`src/rtl/quadrant_color_detector.sv`:
```
// Per-frame quadrant colour detector: counts target-colour RGB565 pixels per screen
// quadrant and thresholds them on each vsync rise. Optional macro: HYSTERESIS_EN.
module quadrant_color_detector #(
  parameter int          H_ACT         = 640,
  parameter int          V_ACT         = 480,
  parameter logic [4:0]  R_MIN         = 5'd20,
  parameter logic [5:0]  G_MAX         = 6'd24,
  parameter logic [4:0]  B_MAX         = 5'd12,
  parameter int          PIX_THRESH    = 2000,
  parameter int          PIX_THRESH_LO = 1500,
  parameter int          CNT_W         = 17
) (
  input  logic        clk,
  input  logic        reset,
  input  logic        vsync,
  input  logic        de,
  input  logic [9:0]  x,
  input  logic [9:0]  y,
  input  logic [15:0] rgb,
  output logic        detect_LT,
  output logic        detect_RT,
  output logic        detect_LB,
  output logic        detect_RB,
  output logic        frame_tick,
  output logic        frame_valid
);

  localparam logic [9:0]       H_ACT_C  = 10'(H_ACT);
  localparam logic [9:0]       V_ACT_C  = 10'(V_ACT);
  localparam logic [9:0]       H_HALF_C = 10'(H_ACT / 2);
  localparam logic [9:0]       V_HALF_C = 10'(V_ACT / 2);
  localparam logic [CNT_W-1:0] SET_C    = CNT_W'(PIX_THRESH);
`ifdef HYSTERESIS_EN
  localparam logic [CNT_W-1:0] CLR_C    = CNT_W'(PIX_THRESH_LO);
`endif

  typedef enum logic [0:0] {
    SYNC_WAIT = 1'b0,
    ACCUM     = 1'b1
  } state_t;

  state_t           state_q, state_d;
  logic             vs_q;
  logic [CNT_W-1:0] cnt_q [4];
  logic [CNT_W-1:0] cnt_d [4];
  logic [3:0]       det_q, det_d;      // index 0..3 = LT, RT, LB, RB
  logic             tick_q, tick_d;
  logic             valid_q, valid_d;

  logic             fe_s;
  logic             pix_match_s;
  logic [1:0]       quad_s;
  logic [4:0]       r5_s;
  logic [5:0]       g6_s;
  logic [4:0]       b5_s;

  // Pixel classification and frame-end edge detection
  always_comb begin
    r5_s        = rgb[15:11];
    g6_s        = rgb[10:5];
    b5_s        = rgb[4:0];
    fe_s        = vsync & ~vs_q;
    quad_s      = {(y >= V_HALF_C), (x >= H_HALF_C)};
    pix_match_s = de && (x < H_ACT_C) && (y < V_ACT_C) &&
                  (r5_s >= R_MIN) && (g6_s <= G_MAX) && (b5_s <= B_MAX);
  end

  // Quadrant counters: a pixel on the frame-end cycle seeds the next frame's count
  always_comb begin
    for (int i = 0; i < 4; i++) begin
      cnt_d[i] = cnt_q[i];
      if (fe_s) begin
        cnt_d[i] = {{(CNT_W-1){1'b0}}, (pix_match_s && (quad_s == 2'(i)))};
      end else if (pix_match_s && (quad_s == 2'(i)) && !(&cnt_q[i])) begin
        cnt_d[i] = cnt_q[i] + {{(CNT_W-1){1'b0}}, 1'b1};
      end else begin
        cnt_d[i] = cnt_q[i];
      end
    end
  end

  // Frame FSM: the first frame end after reset only synchronises
  always_comb begin
    state_d = state_q;
    det_d   = det_q;
    tick_d  = 1'b0;
    valid_d = valid_q;
    case (state_q)
      SYNC_WAIT: begin
        if (fe_s) begin
          state_d = ACCUM;
        end else begin
          state_d = SYNC_WAIT;
        end
      end
      ACCUM: begin
        state_d = ACCUM;
        if (fe_s) begin
          tick_d  = 1'b1;
          valid_d = 1'b1;
          for (int i = 0; i < 4; i++) begin
`ifdef HYSTERESIS_EN
            det_d[i] = det_q[i] ? (cnt_q[i] >= CLR_C) : (cnt_q[i] >= SET_C);
`else
            det_d[i] = (cnt_q[i] >= SET_C);
`endif
          end
        end else begin
          det_d = det_q;
        end
      end
      default: begin
        state_d = SYNC_WAIT;
      end
    endcase
  end

  // State, counter and output registers
  always_ff @(posedge clk or posedge reset) begin
    if (reset) begin
      state_q <= SYNC_WAIT;
      vs_q    <= 1'b1;
      det_q   <= 4'b0000;
      tick_q  <= 1'b0;
      valid_q <= 1'b0;
      for (int i = 0; i < 4; i++) begin
        cnt_q[i] <= {CNT_W{1'b0}};
      end
    end else begin
      state_q <= state_d;
      vs_q    <= vsync;
      det_q   <= det_d;
      tick_q  <= tick_d;
      valid_q <= valid_d;
      for (int i = 0; i < 4; i++) begin
        cnt_q[i] <= cnt_d[i];
      end
    end
  end

  assign detect_LT   = det_q[0];
  assign detect_RT   = det_q[1];
  assign detect_LB   = det_q[2];
  assign detect_RB   = det_q[3];
  assign frame_tick  = tick_q;
  assign frame_valid = valid_q;

endmodule

```
`config.mk`:
```
export PLATFORM = sky130hd
export DESIGN_NAME = quadrant_color_detector
export DESIGN_NICKNAME = d
export VERILOG_FILES = /design/src/rtl/quadrant_color_detector.sv
export SDC_FILE = /design/constraint.sdc
export NUM_CORES = 1
export LEC_CHECK = 0
export CORE_MARGIN = 2
export CORE_UTILIZATION = 61
export DETAILED_ROUTE_END_ITERATION = 8
export PLACE_DENSITY = 0.95
export SKIP_LAST_GASP = 1
export SYNTH_ARGS = -nofsm -noshare
export SYNTH_HDL_FRONTEND = slang
export SYNTH_SLANG_ARGS = --single-unit
```
`constraint.sdc`:
```
create_clock -name clk -period 5.2 [get_ports clk]
set_input_delay 1.3 -clock clk [delete_from_list [all_inputs] [get_ports clk]]
set_output_delay 1.3 -clock clk [all_outputs]
set_load 0.005 [all_outputs]
```
## Yosys cells after proc, flatten, opt, wreduce, memory -nomap -nowiden

Index checks and enable logic that the tools add are counted.

- Register bits: 76
- Bits of input ports: 40
- Logic and storage cells: 68

- Add/subtract/negate cells: 4
- Order comparisons: 11
- Eq/ne operators: 3
- Mux-type cells: 11
- Bitwise gates (word level): 3
- Reduce and logical (&&, ||, !) cells: 27

Operators with widths:

| kind | count |
|---|---|
| two-way mux 17 bit | 8 |
| adder 17 x 1 -> 17 bit, second input constant | 4 |
| greater-or-equal comparator 17 x 11 -> 1 bit, second input constant | 4 |
| AND reduction 17 bit | 4 |
| logical AND 1 bit | 13 |
| greater-or-equal comparator 10 x 8 -> 1 bit, second input constant | 1 |
| greater-or-equal comparator 10 x 9 -> 1 bit, second input constant | 1 |
| less-than comparator 10 bit, second input constant | 1 |
| less-than comparator 10 x 9 -> 1 bit, second input constant | 1 |
| nonzero test 2 bit | 4 |
| less-or-equal comparator 6 x 5 -> 1 bit, second input constant | 1 |
| greater-or-equal comparator 5 bit, second input constant | 1 |
| less-or-equal comparator 5 x 4 -> 1 bit, second input constant | 1 |
| == test 2 bit, second input constant | 2 |
| logical NOT 1 bit | 4 |
| == test 2 x 1 -> 1 bit, second input constant | 1 |
| logical NOT 2 bit | 1 |
| two-way mux 1 bit | 2 |
| inverter 1 bit | 2 |
| case mux 1 bit (2 select lines) | 1 |
| AND reduction 2 bit | 1 |
| bitwise AND 1 bit | 1 |

## Depth between registers and ports, before layout

Gate-level depths: netlist of run 1.

- Word-level depth: 10
- Gate-level depth with buffers: 11
- Gate-level depth less buffers: 11

## Least setup slack after synthesis of run 1

Ideal clock, no wire load.

- Path type: input-to-reg
- Start point: input port rgb[10]
- End point: register cnt_q[40] in the netlist's numbering
- Library setup time: 0.078 ns
- Arrival time: 2.875 ns
- Required time: 5.122 ns
- Setup slack: 2.247 ns
- Cell stages on the path: 6
- Buffers on the path: 1
- Cell sequence: and4bb_4 nand4_4 or4_1 buf_2 or3_1 a21oi_1

- Longest elaborated chain between the ends: 6

Ends and longest elaborated chain:

| what | line | source |
|---|---|---|
| start, declared | 19 | `input logic [15:0] rgb,` |
| less-or-equal comparator 6 x 5 -> 1 bit | 65 | `(r5_s >= R_MIN) && (g6_s <= G_MAX) && (b5_s <= B_MAX);` |
| logical AND 1 bit (2 in a row) | 65 |  |
| logical AND 1 bit (2 in a row) | 74 | `end else if (pix_match_s && (quad_s == 2'(i)) && !(&cnt_q[i])) begin` |
| nonzero test 2 bit (no line) | -- |  |
| end signal, assigned by index | 127 | `cnt_q[i] <= {CNT_W{1'b0}};` |
| end signal, assigned by index | 136 | `cnt_q[i] <= cnt_d[i];` |
| end, declared | 44 | `logic [CNT_W-1:0] cnt_q [4];` |

No other way between the ends.
A chain may end at the register's enable or synchronous reset.

## Worst setup path in the final report of run 1

- Start point: input port x[9]
- End point: register cnt_q[26] in the netlist's numbering

- Longest elaborated chain between the ends: 9
- Elaborated cells between the ends (all ways): 11

Ends and longest elaborated chain:

| what | line | source |
|---|---|---|
| start, declared | 17 | `input logic [9:0] x,` |
| less-than comparator 10 bit | 64 | `pix_match_s = de && (x < H_ACT_C) && (y < V_ACT_C) &&` |
| logical AND 1 bit (3 in a row) | 64 |  |
| logical AND 1 bit (2 in a row) | 65 |  |
| logical AND 1 bit * (2 in a row) | 74 |  |
| nonzero test 2 bit (no line) * | -- |  |

Mark *: on every way between the ends. The rest lies on a longest branch, timed or not.

==> results of run 1 <==
==> metrics by stage <==
step	util	hold slack, ps	instance area, um^2	total power, mW	setup slack, ps
2_1_floorplan	-	434.6	4364	0.6444	1963
3_3_place_gp	0.6927	449.2	4758	0.6811	1329
3_5_place_dp	0.6927	452.2	4758	0.6841	1247
4_1_cts	0.7233	474.1	4969	1.156	1619
5_1_grt	0.7233	488.5	4969	1.182	1370
6_report	0.7233	475.4	4969	1.151	1579
==> cell type report <==
cell class / count / area share
clock buffer: 12 / 0.03324
clock inverter: 3 / 0.009066
sequential: 76 / 0.3830
multi-input combinational: 371 / 0.4636
timing repair buffer: 36 / 0.07101
tap: 96 / 0.02418
inverter: 21 / 0.01587
==> flip-flops by register name (all words and copies together) (netlist names) <==
name / cells
det_q: 4
frame_tick: 1
frame_valid: 1
cnt_q: 68
vs_q: 1
state_q: 1
==> cell families after synthesis <==
| logic type | after synthesis |
|---|---|
| compound gates | 116 |
| xor+xnor | 10 |
| fa+ha+maj | 12 |
| buf+inv | 37 |
| flops | 76 |
| mux | 2 |
| simple gates | 231 |
==> Yosys cell counts (4+ instances only) <==
library cell	instances
sky130_fd_sc_hd__nor2_1	30
sky130_fd_sc_hd__ha_1	12
sky130_fd_sc_hd__clkbuf_1	6
sky130_fd_sc_hd__o21ai_0	40
sky130_fd_sc_hd__nand2_1	50
sky130_fd_sc_hd__nand2b_1	4
sky130_fd_sc_hd__xor2_1	6
sky130_fd_sc_hd__nor3_1	10
sky130_fd_sc_hd__and3_1	7
sky130_fd_sc_hd__or3_1	31
sky130_fd_sc_hd__or4_1	19
sky130_fd_sc_hd__dfrtp_1	75
sky130_fd_sc_hd__nor4_1	12
sky130_fd_sc_hd__nand4_1	20
sky130_fd_sc_hd__nand3_1	25
sky130_fd_sc_hd__inv_1	21
sky130_fd_sc_hd__o31ai_1	9
sky130_fd_sc_hd__o211ai_1	5
sky130_fd_sc_hd__a21oi_1	45
sky130_fd_sc_hd__xnor2_1	4
sky130_fd_sc_hd__buf_2	6
==> layer usage <==
layer	wire length, um	GRT usage
met5	0	0
met4	216	0.1185
met3	462	0.03265
met2	4926	0.4641
met1	4283	0.3433
==> final timing paths <==
kind                       startpoint         to  slack, ps  cells after the start
setup / recovery                 x[9]  cnt_q[26]       1580                      6
min in group asynchronous       reset   det_q[0]       1550                      2
hold reg to reg               state_q    state_q        480                      1
setup reg to reg            cnt_q[17]  cnt_q[26]       2180                      9
max in group asynchronous       reset       vs_q       2790                      3
hold / removal                state_q    state_q        480                      1
==> power by group through the flow <==
stage	Sequential [mW]	Clock [mW]	Combinational [mW]
final	0.593	0.479	0.0797
after CTS	0.593	0.483	0.0797
after global placement	0.604	0	0.0767
after detailed placement	0.605	0	0.0794
after floorplan	0.604	0	0.0401
after global routing	0.593	0.503	0.0863
==> report_table.html, run 1 <==
<table>
<tr><th>Metric</th><th>Value</th></tr>
<tr><th colspan="2">Run status</th></tr>
<tr><td>Outcome</td><td>finished, final reports clean</td></tr>
<tr><th colspan="2">Synth</th></tr>
<tr><td>Count of cell types in the netlist</td><td>56</td></tr>
<tr><td>Simple-gate share of the synthesized area</td><td>0.2999</td></tr>
<tr><td>Area share of the leading cell type in the synthesized netlist</td><td>0.4300</td></tr>
<tr><td>Post-synthesis xor/xnor area fraction</td><td>0.02007</td></tr>
<tr><td>Main flop type after synthesis</td><td>sky130_fd_sc_hd__dfrtp_1</td></tr>
<tr><td>Dominant cells by area after synthesis</td><td>sky130_fd_sc_hd__dfrtp_1, sky130_fd_sc_hd__a21oi_1, sky130_fd_sc_hd__o21ai_0</td></tr>
<tr><td>Most area-hungry cell type in the Yosys netlist</td><td>sky130_fd_sc_hd__dfrtp_1</td></tr>
<tr><td>Post-synthesis mux area share</td><td>0.004587</td></tr>
<tr><td>Synthesis Warnings</td><td>0</td></tr>
<tr><td>Area of the mapped netlist</td><td>about 4400 um^2</td></tr>
<tr><td>Average cell area after synthesis</td><td>9.017 um^2</td></tr>
<tr><td>Post-synthesis net count</td><td>roughly 540</td></tr>
<tr><td>Count of mapped cells out of synthesis</td><td>484</td></tr>
<tr><td>Combinational family with the most area after synthesis</td><td>simple AND/OR/NAND/NOR gates</td></tr>
<tr><td>Adder-Cell Fraction of Synth Area</td><td>0.03440</td></tr>
<tr><td>Share of the synthesized area in compound gates (AO/OA/AOI/OAI)</td><td>0.1671</td></tr>
<tr><td>Flops &amp; latches, synth</td><td>76</td></tr>
<tr><td>Proportion of synthesized chip area in sequential cells</td><td>0.4361</td></tr>
<tr><td>Share of flip-flops with an asynchronous set or reset after synthesis</td><td>1.000</td></tr>
<tr><td>Number of enable flip-flop cells after synthesis</td><td>0</td></tr>
<tr><th colspan="2">Clock network</th></tr>
<tr><td>TritonCTS clock tree</td><td>done</td></tr>
<tr><td>Level count of the clock H-tree</td><td>3</td></tr>
<tr><td>Post-CTS Setup Repair Bufs</td><td>0</td></tr>
<tr><td>Clock-pin slew on the worst setup and hold paths</td><td>approximately 80 ps</td></tr>
<tr><td>CTS Buf Count</td><td>9</td></tr>
<tr><td>Buffers from clock root to sink, at most</td><td>2</td></tr>
<tr><td>Cell at the root of the clock tree</td><td>sky130_fd_sc_hd__clkbuf_8</td></tr>
<tr><td>Clock latency at the later pin of the worst-skew pair</td><td>360 ps</td></tr>
<tr><td>TritonCTS Sinks</td><td>76</td></tr>
<tr><td>Post-CTS resize count</td><td>0</td></tr>
<tr><td>CTS hold repair buffers</td><td>0</td></tr>
<tr><th colspan="2">Layout</th></tr>
<tr><td>Area of combinational cells with multiple inputs</td><td>~2300 um^2</td></tr>
<tr><td>Nets</td><td>approximately 570</td></tr>
<tr><td>Most common library cell in the layout ignoring fill and taps</td><td>sky130_fd_sc_hd__dfrtp_1</td></tr>
<tr><td>Final Non-Filler Cells</td><td>between 600 and 700</td></tr>
<tr><td>Number of antenna cells inserted</td><td>0</td></tr>
<tr><td>Layout-stage area growth over the synthesis result</td><td>13.85%</td></tr>
<tr><td>Proportion of layout cells with a drive suffix above 1</td><td>0.08092</td></tr>
<tr><td>Most frequent cells in the layout</td><td>sky130_fd_sc_hd__dfrtp_1, sky130_fd_sc_hd__nand2_1, sky130_fd_sc_hd__a21oi_1, sky130_fd_sc_hd__o21ai_0, sky130_fd_sc_hd__clkdlybuf4s50_1</td></tr>
<tr><td>Fill cell total of the finished layout</td><td>around 510</td></tr>
<tr><td>Area taken by flip-flops and latches</td><td>~1900 um^2</td></tr>
<tr><th colspan="2">Pwr</th></tr>
<tr><td>Static leakage</td><td>between 1.5 and 2 nW</td></tr>
<tr><td>Relative contribution of combinational cells to total power</td><td>0.069</td></tr>
<tr><td>Maximum vdd drop</td><td>approximately 0.18 mV</td></tr>
<tr><td>Reported net switching power</td><td>0.2713 mW</td></tr>
<tr><td>Part of the total power dissipated in the clock network</td><td>0.416</td></tr>
<tr><td>Internal power</td><td>0.8802 mW</td></tr>
<tr><td>Power per cell area</td><td>231.8 nW/um^2</td></tr>
<tr><td>Sequential Power Share</td><td>0.515</td></tr>
<tr><td>Switching Share</td><td>0.2356</td></tr>
<tr><th colspan="2">Critical path</th></tr>
<tr><td>Crit. End Element</td><td>flop</td></tr>
<tr><td>Number of buffers and inverters on the critical path</td><td>1</td></tr>
<tr><td>Critical path class</td><td>in -&gt; reg</td></tr>
<tr><td>Critical path launch point type</td><td>input pin</td></tr>
<tr><td>Crit path cell chain</td><td>clkdlybuf4s50_1 &gt; o21ai_2 &gt; and4_2 &gt; nand3_1 &gt; or4_1 &gt; a21oi_1</td></tr>
<tr><td>Master of the slowest instance on the critical path</td><td>sky130_fd_sc_hd__clkdlybuf4s50_1</td></tr>
<tr><td>Largest driver fanout on the critical path</td><td>17</td></tr>
<tr><td>Data required time at the worst endpoint</td><td>around 5500 ps</td></tr>
<tr><td>Crit path largest cell delay</td><td>between 600 and 700 ps</td></tr>
<tr><td>Cell family with the largest share of critical-path delay</td><td>simple AND/OR/NAND/NOR gates</td></tr>
<tr><td>Arrival time of the worst setup path</td><td>about 4000 ps</td></tr>
<tr><th colspan="2">Global route</th></tr>
<tr><td>Global-route congestion overflow total</td><td>0</td></tr>
<tr><td>Number of antenna violations at the first check in global routing</td><td>0</td></tr>
<tr><td>Maximum number of pins on one net before global-route repair</td><td>between 60 and 70</td></tr>
<tr><td>GRT Util Overall</td><td>0.2697</td></tr>
<tr><td>Number of global-route vias before repair</td><td>~3700</td></tr>
<tr><td>Global-route wire length before repair</td><td>approximately 17000 um</td></tr>
<tr><th colspan="2">Timing</th></tr>
<tr><td>Sum of negative setup slack</td><td>0 ps</td></tr>
<tr><td>RSZ-0062 raised after global routing</td><td>false</td></tr>
<tr><td>Hold Violations, Final</td><td>0</td></tr>
<tr><td>Post-route clock skew</td><td>between 5 and 6 ps</td></tr>
<tr><td>Crit share post-route</td><td>0.6963</td></tr>
<tr><td>Remaining max-slew budget at the tightest pin</td><td>0.2682</td></tr>
<tr><td>Setup-failing EPs final</td><td>0</td></tr>
<tr><td>Slew of the pin with the lowest slew margin</td><td>about 1100 ps</td></tr>
<tr><td>Maximum clock frequency</td><td>0.2762 GHz</td></tr>
<tr><td>Final count of pins violating max slew</td><td>0</td></tr>
<tr><td>Crit path time final</td><td>approximately 3600 ps</td></tr>
<tr><th colspan="2">Die</th></tr>
<tr><td>Placeable core area</td><td>between 6000 and 7000 um^2</td></tr>
<tr><td>Number of placement rows</td><td>30</td></tr>
<tr><td>X dimension of the die</td><td>between 80 and 90 um</td></tr>
<tr><td>Starting utilization of the core area</td><td>0.6353</td></tr>
<tr><td>Number of top-level pins</td><td>46</td></tr>
<tr><td>DIE AREA</td><td>between 7000 and 8000 um^2</td></tr>
<tr><td>Die extent in y</td><td>around 89 um</td></tr>
<tr><th colspan="2">Drt</th></tr>
<tr><td>Pre-Repair DR Iteration Count</td><td>7</td></tr>
<tr><td>Per-cell via count in the routed design</td><td>around 6.3</td></tr>
<tr><td>Starting DRC count in detailed routing</td><td>approximately 260</td></tr>
<tr><td>Detailed-route DRC error count</td><td>0</td></tr>
<tr><td>Total wire length after detailed routing</td><td>between 9000 and 10000 um</td></tr>
<tr><td>WL/cell</td><td>roughly 16 um</td></tr>
<tr><td>Vias</td><td>between 3000 and 4000</td></tr>
<tr><td>Number of routed nets with antenna violations</td><td>0</td></tr>
<tr><th colspan="2">Job</th></tr>
<tr><td>Max Cap Violations</td><td>0</td></tr>
<tr><th colspan="2">Place</th></tr>
<tr><td>Final GP Congestion</td><td>~0.84</td></tr>
<tr><td>Number of cells after detailed placement</td><td>600</td></tr>
<tr><td>Port Buffer Count</td><td>33</td></tr>
<tr><td>Placed wire-length estimate</td><td>~6800 um</td></tr>
<tr><th colspan="2">Hold path</th></tr>
<tr><td>Worst min path class</td><td>reg -&gt; reg</td></tr>
</table>
No activity file was read; power rests on OpenSTA's default activity.
==> run 2: changes to the inputs <==
--- a/config.mk
+++ b/config.mk
@@ -6,9 +6,9 @@
 export NUM_CORES = 1
 export LEC_CHECK = 0
 export CORE_MARGIN = 2
-export CORE_UTILIZATION = 61
+export CORE_UTILIZATION = 57
 export DETAILED_ROUTE_END_ITERATION = 8
-export PLACE_DENSITY = 0.95
+export PLACE_DENSITY = 0.91
 export SKIP_LAST_GASP = 1
 export SYNTH_ARGS = -nofsm -noshare
 export SYNTH_HDL_FRONTEND = slang
==> constraint.sdc (replaced) <==
create_clock -name clk -period 3.7 [get_ports clk]
set_input_delay 0.925 -clock clk [delete_from_list [all_inputs] [get_ports clk]]
set_output_delay 0.925 -clock clk [all_outputs]
set_load 0.005 [all_outputs]
==> report_table.html, run 2 (synthesis results as in run 1) <==
<table>
<tr><th>Metric</th><th>Value</th></tr>
<tr><th colspan="2">Global route</th></tr>
<tr><td>Maximum number of pins on one net before global-route repair</td><td>69 (unchanged)</td></tr>
<tr><td>Global-route wire length before repair</td><td>16880 um (was 16560 um)</td></tr>
<tr><td>Global-route congestion overflow total</td><td>0 (unchanged)</td></tr>
<tr><td>Number of antenna violations at the first check in global routing</td><td>0 (unchanged)</td></tr>
<tr><td>Number of global-route vias before repair</td><td>3686 (was 3669)</td></tr>
<tr><td>GRT Util Overall</td><td>0.2474 (was 0.2697)</td></tr>
<tr><th colspan="2">Die</th></tr>
<tr><td>Number of top-level pins</td><td>46 (unchanged)</td></tr>
<tr><td>Die extent in y</td><td>91.50 um (was 88.59 um)</td></tr>
<tr><td>Placeable core area</td><td>7331 um^2 (was 6869 um^2)</td></tr>
<tr><td>DIE AREA</td><td>8372 um^2 (was 7847 um^2)</td></tr>
<tr><td>Number of placement rows</td><td>31 (was 30)</td></tr>
<tr><td>X dimension of the die</td><td>91.50 um (was 88.59 um)</td></tr>
<tr><td>Starting utilization of the core area</td><td>0.5953 (was 0.6353)</td></tr>
<tr><th colspan="2">Timing</th></tr>
<tr><td>Maximum clock frequency</td><td>about 0.34 GHz</td></tr>
<tr><td>Post-route clock skew</td><td>8.151 ps (was 5.111 ps)</td></tr>
<tr><td>Hold Violations, Final</td><td>0 (unchanged)</td></tr>
<tr><td>Crit path time final</td><td>2982 ps</td></tr>
<tr><td>Final count of pins violating max slew</td><td>0 (unchanged)</td></tr>
<tr><td>Crit share post-route</td><td>0.8060</td></tr>
<tr><td>Hold WS</td><td>465.1 ps (was 475.4 ps)</td></tr>
<tr><td>Setup-failing EPs final</td><td>0 (unchanged)</td></tr>
<tr><td>RSZ-0062 raised after global routing</td><td>false (unchanged)</td></tr>
<tr><td>Slew of the pin with the lowest slew margin</td><td>730.4 ps (was 1096 ps)</td></tr>
<tr><td>Sum of negative setup slack</td><td>0 ps (unchanged)</td></tr>
<tr><td>Remaining max-slew budget at the tightest pin</td><td>0.5131 (was 0.2682)</td></tr>
<tr><th colspan="2">Drt</th></tr>
<tr><td>Vias</td><td>3898 (was 3894)</td></tr>
<tr><td>Detailed-route DRC error count</td><td>0 (unchanged)</td></tr>
<tr><td>Number of routed nets with antenna violations</td><td>0 (unchanged)</td></tr>
<tr><td>Starting DRC count in detailed routing</td><td>273 (was 264)</td></tr>
<tr><td>Wire length on met3</td><td>494 um (was 462 um)</td></tr>
<tr><td>WL/cell</td><td>15.71 um (was 16.08 um)</td></tr>
<tr><td>Routed metal-1 wire length</td><td>4248 um (was 4283 um)</td></tr>
<tr><td>Pre-Repair DR Iteration Count</td><td>5 (was 7)</td></tr>
<tr><td>Per-cell via count in the routed design</td><td>6.257 (was 6.332)</td></tr>
<tr><td>Highest metal layer used by the detailed router</td><td>met4 (unchanged)</td></tr>
<tr><td>Routed length on met2</td><td>4898 um (was 4926 um)</td></tr>
<tr><td>Total wire length after detailed routing</td><td>9787 um (was 9888 um)</td></tr>
<tr><th colspan="2">Clock network</th></tr>
<tr><td>Post-CTS resize count</td><td>0 (unchanged)</td></tr>
<tr><td>Post-CTS Setup Repair Bufs</td><td>0 (unchanged)</td></tr>
<tr><td>CTS Buf Count</td><td>9 (unchanged)</td></tr>
<tr><td>Clock-pin slew on the worst setup and hold paths</td><td>70 ps (was 80 ps)</td></tr>
<tr><td>Level count of the clock H-tree</td><td>3 (unchanged)</td></tr>
<tr><td>CTS hold repair buffers</td><td>0 (unchanged)</td></tr>
<tr><td>TritonCTS clock tree</td><td>done (unchanged)</td></tr>
<tr><td>Buffers from clock root to sink, at most</td><td>2 (unchanged)</td></tr>
<tr><td>TritonCTS Sinks</td><td>76 (unchanged)</td></tr>
<tr><td>Cell at the root of the clock tree</td><td>sky130_fd_sc_hd__clkbuf_8 (unchanged)</td></tr>
<tr><td>Clock latency at the later pin of the worst-skew pair</td><td>360 ps (about the same)</td></tr>
<tr><th colspan="2">Layout</th></tr>
<tr><td>Largest registers</td><td>cnt_q x68, det_q x4 (unchanged)</td></tr>
<tr><td>Post-Route Utilization</td><td>0.6836 (was 0.7233)</td></tr>
<tr><td>Number of antenna cells inserted</td><td>0 (unchanged)</td></tr>
<tr><td>Most common library cell in the layout ignoring fill and taps</td><td>sky130_fd_sc_hd__dfrtp_1 (unchanged)</td></tr>
<tr><td>Proportion of layout cells with a drive suffix above 1</td><td>0.08397 (was 0.08092)</td></tr>
<tr><td>Register with the highest flop count</td><td>cnt_q (unchanged)</td></tr>
<tr><td>Area taken by flip-flops and latches</td><td>1903 um^2 (unchanged)</td></tr>
<tr><td>Final Non-Filler Cells</td><td>623 (was 615)</td></tr>
<tr><td>Nets</td><td>571 (was 567)</td></tr>
<tr><td>Fill cell total of the finished layout</td><td>557 (was 507)</td></tr>
<tr><td>Most frequent cells in the layout</td><td>sky130_fd_sc_hd__dfrtp_1, sky130_fd_sc_hd__nand2_1, sky130_fd_sc_hd__a21oi_1, sky130_fd_sc_hd__o21ai_0, sky130_fd_sc_hd__clkdlybuf4s50_1 (unchanged)</td></tr>
<tr><td>Area of combinational cells with multiple inputs</td><td>2303 um^2 (unchanged)</td></tr>
<tr><td>Layout-stage area growth over the synthesis result</td><td>14.82% (was 13.85%)</td></tr>
<tr><td>Number of flip-flops in the largest register</td><td>68 (unchanged)</td></tr>
<tr><th colspan="2">Critical path</th></tr>
<tr><td>Data required time at the worst endpoint</td><td>3970 ps (was 5480 ps)</td></tr>
<tr><td>Origin of the critical flop-to-flop path</td><td>cnt_q[0] (was cnt_q[17])</td></tr>
<tr><td>Reg2reg path depth</td><td>9 (unchanged)</td></tr>
<tr><td>Critical path class</td><td>in -&gt; reg (unchanged)</td></tr>
<tr><td>Crit. End Element</td><td>flop (unchanged)</td></tr>
<tr><td>Slack of the worst reg-to-reg path</td><td>830 ps (was 2180 ps)</td></tr>
<tr><td>Critical path launch point type</td><td>input pin (unchanged)</td></tr>
<tr><td>Largest driver fanout on the critical path</td><td>19 (was 17)</td></tr>
<tr><td>Capturing point of the worst reg2reg path</td><td>cnt_q[6] (was cnt_q[26])</td></tr>
<tr><td>Master of the slowest instance on the critical path</td><td>sky130_fd_sc_hd__or4_1 (was sky130_fd_sc_hd__clkdlybuf4s50_1)</td></tr>
<tr><td>Crit path largest cell delay</td><td>620 ps (about the same)</td></tr>
<tr><td>Crit path cell chain</td><td>clkdlybuf4s50_1 &gt; o311ai_4 &gt; and2_1 &gt; nand3_2 &gt; or4_1 &gt; a21oi_1 (was clkdlybuf4s50_1 &gt; o21ai_2 &gt; and4_2 &gt; nand3_1 &gt; or4_1 &gt; a21oi_1)</td></tr>
<tr><td>Arrival time of the worst setup path</td><td>3260 ps (was 3900 ps)</td></tr>
<tr><th colspan="2">Job</th></tr>
<tr><td>Max Cap Violations</td><td>0 (unchanged)</td></tr>
<tr><th colspan="2">Place</th></tr>
<tr><td>Port Buffer Count</td><td>33 (unchanged)</td></tr>
<tr><td>Number of cells after detailed placement</td><td>607 (was 600)</td></tr>
<tr><td>Final GP Congestion</td><td>0.8470 (was 0.8359)</td></tr>
<tr><td>Placed wire-length estimate</td><td>6622 um (was 6775 um)</td></tr>
<tr><th colspan="2">Pwr</th></tr>
<tr><td>Power per cell area</td><td>323.1 nW/um^2 (was 231.8 nW/um^2)</td></tr>
<tr><td>Static leakage</td><td>1.964 nW (was 1.936 nW)</td></tr>
<tr><td>Maximum vdd drop</td><td>0.2508 mV (was 0.1759 mV)</td></tr>
<tr><th colspan="2">Hold path</th></tr>
<tr><td>Origin of the worst min-delay path</td><td>frame_valid (was state_q)</td></tr>
<tr><td>Worst min path class</td><td>reg -&gt; reg (unchanged)</td></tr>
<tr><td>Hold path cells</td><td>1 (unchanged)</td></tr>
<tr><td>Hold path endpoint</td><td>frame_valid (was state_q)</td></tr>
<tr><th colspan="2">Run status</th></tr>
<tr><td>Outcome</td><td>finished, final reports clean (unchanged)</td></tr>
</table>
[run 2: metal layers]
layer / vias to the layer above / global-route usage
met1: 1907 / 0.3107
met2: 98 / 0.4197
met3: 19 / 0.05643
met5: - / 0
li1: 1874 / -
met4: 0 / 0.08460
[run 2: power by group]
group | total [mW] | switching, mW | internal (mW) | leakage [nW]
registers | 0.833 | 0.00128 | 0.832 | 1.05
clock network | 0.673 | 0.304 | 0.369 | 0.104
logic | 0.113 | 0.0680 | 0.0447 | 0.812
total | 1.62 | 0.374 | 1.25 | 1.96
[run 2: cell type report]
class | count | share of cell area
clock buffers | 15 | 0.03521
multi-input cells | 371 | 0.4597
clock inverters | 1 | 0.005993
inverters | 21 | 0.01573
well taps | 99 | 0.02472
flip-flops and latches | 76 | 0.3798
repair buffers | 40 | 0.07890
[run 2: how the worst max path moves through the flow]
stage / start / end / slack (ps) / depth (start not counted)
floorplan: reset / cnt_q[0] / 840 / 1
global placement: rgb[5] / cnt_q[24] / 470 / 8
detailed placement: y[9] / cnt_q[6] / 400 / 6
CTS: rgb[5] / cnt_q[6] / 750 / 6
global route: y[4] / cnt_q[6] / 640 / 6
finish: rgb[5] / cnt_q[6] / 720 / 6
[run 2: per-stage QoR]
| step | power (mW) | instance area, um^2 | worst slack [ps] |
|---|---|---|---|
| 2_1_floorplan | 0.9056 | 4364 | 838.3 |
| 3_3_place_gp | 0.9605 | 4805 | 467.6 |
| 3_5_place_dp | 0.9625 | 4805 | 400.7 |
| 4_1_cts | 1.629 | 5011 | 750.2 |
| 5_1_grt | 1.669 | 5011 | 636.7 |
| 6_report | 1.619 | 5011 | 717.6 |
[run 2: critical path, delay by kind of cell]
family	cells	cell delay (ps)
buffers and inverters	1	440
AO/OA/AOI/OAI	2	560
AND/OR/NAND/NOR	3	1310
==> run 3: changes to the inputs <==
--- a/config.mk
+++ b/config.mk
@@ -6,9 +6,9 @@
 export NUM_CORES = 1
 export LEC_CHECK = 0
 export CORE_MARGIN = 2
-export CORE_UTILIZATION = 57
+export CORE_UTILIZATION = 52
 export DETAILED_ROUTE_END_ITERATION = 8
-export PLACE_DENSITY = 0.91
+export PLACE_DENSITY = 0.88
 export SKIP_LAST_GASP = 1
 export SYNTH_ARGS = -nofsm -noshare
 export SYNTH_HDL_FRONTEND = slang
==> constraint.sdc (replaced) <==
create_clock -name clk -period 2.67 [get_ports clk]
set_input_delay 0.6675 -clock clk [delete_from_list [all_inputs] [get_ports clk]]
set_output_delay 0.6675 -clock clk [all_outputs]
set_load 0.005 [all_outputs]
==> report_table.html, run 3 (synthesis results as in run 1) <==
<table>
<tr><th>Metric</th><th>Value</th></tr>
<tr><th colspan="2">Run status</th></tr>
<tr><td>Outcome</td><td>finished, final reports clean (unchanged)</td></tr>
<tr><th colspan="2">Critical path</th></tr>
<tr><td>Master of the slowest instance on the critical path</td><td>sky130_fd_sc_hd__or4_4 (was sky130_fd_sc_hd__or4_1)</td></tr>
<tr><td>Crit path largest cell delay</td><td>470 ps (was 620 ps)</td></tr>
<tr><td>Crit path cell chain</td><td>ha_1 &gt; nand2_1 &gt; nor4_2 &gt; inv_1 &gt; nor3_1 &gt; ha_2 &gt; and3b_1 &gt; nand3_1 &gt; or4_4 &gt; or4_1 &gt; a21oi_1 (was clkdlybuf4s50_1 &gt; o311ai_4 &gt; and2_1 &gt; nand3_2 &gt; or4_1 &gt; a21oi_1)</td></tr>
<tr><td>Critical path launch point type</td><td>flop (was input pin)</td></tr>
<tr><td>Critical path class</td><td>reg -&gt; reg (was in -&gt; reg)</td></tr>
<tr><td>Cell family with the largest share of critical-path delay</td><td>simple AND/OR/NAND/NOR gates (unchanged)</td></tr>
<tr><td>Capturing point of the worst reg2reg path</td><td>cnt_q[49] (was cnt_q[6])</td></tr>
<tr><td>Data required time at the worst endpoint</td><td>2960 ps (was 3970 ps)</td></tr>
<tr><td>Origin of the critical flop-to-flop path</td><td>cnt_q[34] (was cnt_q[0])</td></tr>
<tr><td>Arrival time of the worst setup path</td><td>2870 ps (was 3260 ps)</td></tr>
<tr><td>Number of buffers and inverters on the critical path</td><td>1 (unchanged)</td></tr>
<tr><td>Reg2reg path depth</td><td>11 (was 9)</td></tr>
<tr><td>Crit. End Element</td><td>flop (unchanged)</td></tr>
<tr><td>Slack of the worst reg-to-reg path</td><td>80 ps (was 830 ps)</td></tr>
<tr><td>Largest driver fanout on the critical path</td><td>6 (was 19)</td></tr>
<tr><th colspan="2">Global route</th></tr>
<tr><td>GRT Util Overall</td><td>0.2668 (was 0.2474)</td></tr>
<tr><td>Global-route wire length before repair</td><td>19170 um (was 16880 um)</td></tr>
<tr><td>Global-route congestion overflow total</td><td>0 (unchanged)</td></tr>
<tr><td>Number of global-route vias before repair</td><td>4289 (was 3686)</td></tr>
<tr><td>Number of antenna violations at the first check in global routing</td><td>0 (unchanged)</td></tr>
<tr><td>Maximum number of pins on one net before global-route repair</td><td>69 (unchanged)</td></tr>
<tr><th colspan="2">Die</th></tr>
<tr><td>X dimension of the die</td><td>95.61 um (was 91.50 um)</td></tr>
<tr><td>Die extent in y</td><td>95.61 um (was 91.50 um)</td></tr>
<tr><td>Placeable core area</td><td>8175 um^2 (was 7331 um^2)</td></tr>
<tr><td>DIE AREA</td><td>9141 um^2 (was 8372 um^2)</td></tr>
<tr><td>Number of placement rows</td><td>33 (was 31)</td></tr>
<tr><td>Starting utilization of the core area</td><td>0.5338 (was 0.5953)</td></tr>
<tr><td>Number of top-level pins</td><td>46 (unchanged)</td></tr>
<tr><th colspan="2">Layout</th></tr>
<tr><td>Fill cell total of the finished layout</td><td>653 (was 557)</td></tr>
<tr><td>Most common library cell in the layout ignoring fill and taps</td><td>sky130_fd_sc_hd__dfrtp_1 (unchanged)</td></tr>
<tr><td>Most frequent cells in the layout</td><td>sky130_fd_sc_hd__dfrtp_1, sky130_fd_sc_hd__nand2_1, sky130_fd_sc_hd__buf_4, sky130_fd_sc_hd__a21oi_1, sky130_fd_sc_hd__o21ai_0 (was sky130_fd_sc_hd__dfrtp_1, sky130_fd_sc_hd__nand2_1, sky130_fd_sc_hd__a21oi_1, sky130_fd_sc_hd__o21ai_0, sky130_fd_sc_hd__clkdlybuf4s50_1)</td></tr>
<tr><td>Layout-stage area growth over the synthesis result</td><td>23.91% (was 14.82%)</td></tr>
<tr><td>Number of flip-flops in the largest register</td><td>68 (unchanged)</td></tr>
<tr><td>Area taken by flip-flops and latches</td><td>1903 um^2 (unchanged)</td></tr>
<tr><td>Proportion of layout cells with a drive suffix above 1</td><td>0.1722 (was 0.08397)</td></tr>
<tr><td>Number of antenna cells inserted</td><td>0 (unchanged)</td></tr>
<tr><td>Area of combinational cells with multiple inputs</td><td>2336 um^2 (was 2303 um^2)</td></tr>
<tr><td>Register with the highest flop count</td><td>cnt_q (unchanged)</td></tr>
<tr><td>Nets</td><td>616 (was 571)</td></tr>
<tr><td>Largest registers</td><td>cnt_q x68, det_q x4 (unchanged)</td></tr>
<tr><th colspan="2">Pwr</th></tr>
<tr><td>Static leakage</td><td>2.173 nW (was 1.964 nW)</td></tr>
<tr><td>Total Power Consumption</td><td>2.224 mW (was 1.619 mW)</td></tr>
<tr><td>Maximum vdd drop</td><td>0.3106 mV (was 0.2508 mV)</td></tr>
<tr><td>Power per cell area</td><td>411.3 nW/um^2 (was 323.1 nW/um^2)</td></tr>
<tr><th colspan="2">Drt</th></tr>
<tr><td>Starting DRC count in detailed routing</td><td>256 (was 273)</td></tr>
<tr><td>Vias</td><td>4210 (was 3898)</td></tr>
<tr><td>Pre-Repair DR Iteration Count</td><td>5 (unchanged)</td></tr>
<tr><td>Per-cell via count in the routed design</td><td>6.246 (was 6.257)</td></tr>
<tr><td>WL/cell</td><td>16.85 um (was 15.71 um)</td></tr>
<tr><td>Detailed-route DRC error count</td><td>0 (unchanged)</td></tr>
<tr><td>Total wire length after detailed routing</td><td>11360 um (was 9787 um)</td></tr>
<tr><td>Number of routed nets with antenna violations</td><td>0 (unchanged)</td></tr>
<tr><th colspan="2">Timing</th></tr>
<tr><td>Hold Violations, Final</td><td>0 (unchanged)</td></tr>
<tr><td>Post-route clock skew</td><td>12.79 ps (was 8.151 ps)</td></tr>
<tr><td>Setup-failing EPs final</td><td>0 (unchanged)</td></tr>
<tr><td>Final count of pins violating max slew</td><td>0 (unchanged)</td></tr>
<tr><td>Crit path time final</td><td>2587 ps</td></tr>
<tr><td>Hold WS</td><td>474.6 ps (was 465.1 ps)</td></tr>
<tr><td>Remaining max-slew budget at the tightest pin</td><td>0.5490 (was 0.5131)</td></tr>
<tr><td>Crit share post-route</td><td>0.9689</td></tr>
<tr><td>Final setup margin</td><td>83.08 ps (was 717.6 ps)</td></tr>
<tr><td>Maximum clock frequency</td><td>between 0.3 and 0.4 GHz</td></tr>
<tr><td>Slew of the pin with the lowest slew margin</td><td>676.4 ps (was 730.4 ps)</td></tr>
<tr><td>Sum of negative setup slack</td><td>0 ps (unchanged)</td></tr>
<tr><th colspan="2">Clock network</th></tr>
<tr><td>TritonCTS clock tree</td><td>done (unchanged)</td></tr>
<tr><td>Buffers from clock root to sink, at most</td><td>2 (unchanged)</td></tr>
<tr><td>Clock latency at the later pin of the worst-skew pair</td><td>360 ps (about the same)</td></tr>
<tr><td>Clock-pin slew on the worst setup and hold paths</td><td>90 ps (was 70 ps)</td></tr>
<tr><td>TritonCTS Sinks</td><td>76 (unchanged)</td></tr>
<tr><td>CTS Buf Count</td><td>9 (unchanged)</td></tr>
<tr><td>CTS hold repair buffers</td><td>0 (unchanged)</td></tr>
<tr><td>Cell at the root of the clock tree</td><td>sky130_fd_sc_hd__clkbuf_8 (unchanged)</td></tr>
<tr><td>Level count of the clock H-tree</td><td>3 (unchanged)</td></tr>
<tr><th colspan="2">Hold path</th></tr>
<tr><td>Origin of the worst min-delay path</td><td>frame_valid (unchanged)</td></tr>
<tr><td>Hold path cells</td><td>1 (unchanged)</td></tr>
<tr><td>Worst min path class</td><td>reg -&gt; reg (unchanged)</td></tr>
<tr><td>Hold path endpoint</td><td>frame_valid (unchanged)</td></tr>
<tr><th colspan="2">Place</th></tr>
<tr><td>Placed wire-length estimate</td><td>7706 um (was 6622 um)</td></tr>
<tr><td>Minimum setup slack after placement</td><td>-242.0 ps (was 400.7 ps)</td></tr>
<tr><td>Port Buffer Count</td><td>33 (unchanged)</td></tr>
<tr><td>Final GP Congestion</td><td>0.9067 (was 0.8470)</td></tr>
<tr><th colspan="2">Job</th></tr>
<tr><td>Max Cap Violations</td><td>0 (unchanged)</td></tr>
</table>
-- run 3: area by class of cell --
cell class / count / share of cell area
clock buffers: 10 / 0.02360
flip-flops and latches: 76 / 0.3519
repair buffers: 85 / 0.1416
well taps: 105 / 0.02429
clock inverters: 6 / 0.01203
multi-input cells: 371 / 0.4320
inverters: 21 / 0.01458
-- run 3: worst register-to-register path, cell delays in order, from the launching register on --
cell and delay (ps):
sky130_fd_sc_hd__dfrtp_1 390, sky130_fd_sc_hd__ha_1 240, sky130_fd_sc_hd__nand2_1 100, sky130_fd_sc_hd__nor4_2 60, sky130_fd_sc_hd__inv_1 70, sky130_fd_sc_hd__nor3_1 50, sky130_fd_sc_hd__ha_2 200, sky130_fd_sc_hd__and3b_1 230
sky130_fd_sc_hd__nand3_1 120, sky130_fd_sc_hd__or4_4 470, sky130_fd_sc_hd__or4_1 420, sky130_fd_sc_hd__a21oi_1 160
-- run 3: where the power goes --
group          internal, mW  total, mW  switching (mW)  leakage [nW]
logic                0.0842      0.189           0.105          1.03
clock network         0.432      0.880           0.448        0.0962
registers              1.15       1.15         0.00154          1.05
-- run 3: repair_timing --
item                                    4_1_cts  5_1_grt
endpoints found under the setup margin        0       20
setup buffers                                 0        4
gates resized for setup                       0        9
-- run 3: layer usage --
| layer | vias to the layer above | GRT usage | part of all wire |
|---|---|---|---|
| li1 | 1954 | - | - |
| met1 | 2070 | 0.3151 | 0.38 |
| met2 | 158 | 0.4819 | 0.53 |
| met3 | 28 | 0.03399 | 0.056 |
| met4 | 0 | 0.1190 | 0.027 |
| met5 | - | 0 | 0 |
-- run 3: how the worst max path moves through the flow --
stage,start,end,depth (start not counted)
2_1_floorplan,reset,cnt_q[0],1
3_3_place_gp,y[9],cnt_q[21],7
3_5_place_dp,rgb[6],cnt_q[21],7
4_1_cts,cnt_q[17],cnt_q[21],10
5_1_grt,cnt_q[34],cnt_q[49],11
6_report,cnt_q[34],cnt_q[49],11
-- run 3: per-stage QoR --
stage / instance area (um^2) / utilization / std cells
floorplan: 4364 / - / 484
global placement: 5145 / 0.6293 / 654
detailed placement: 5145 / 0.6293 / 654
CTS: 5338 / 0.6529 / 670
global route: 5408 / 0.6615 / 674
finish: 5408 / 0.6615 / 674
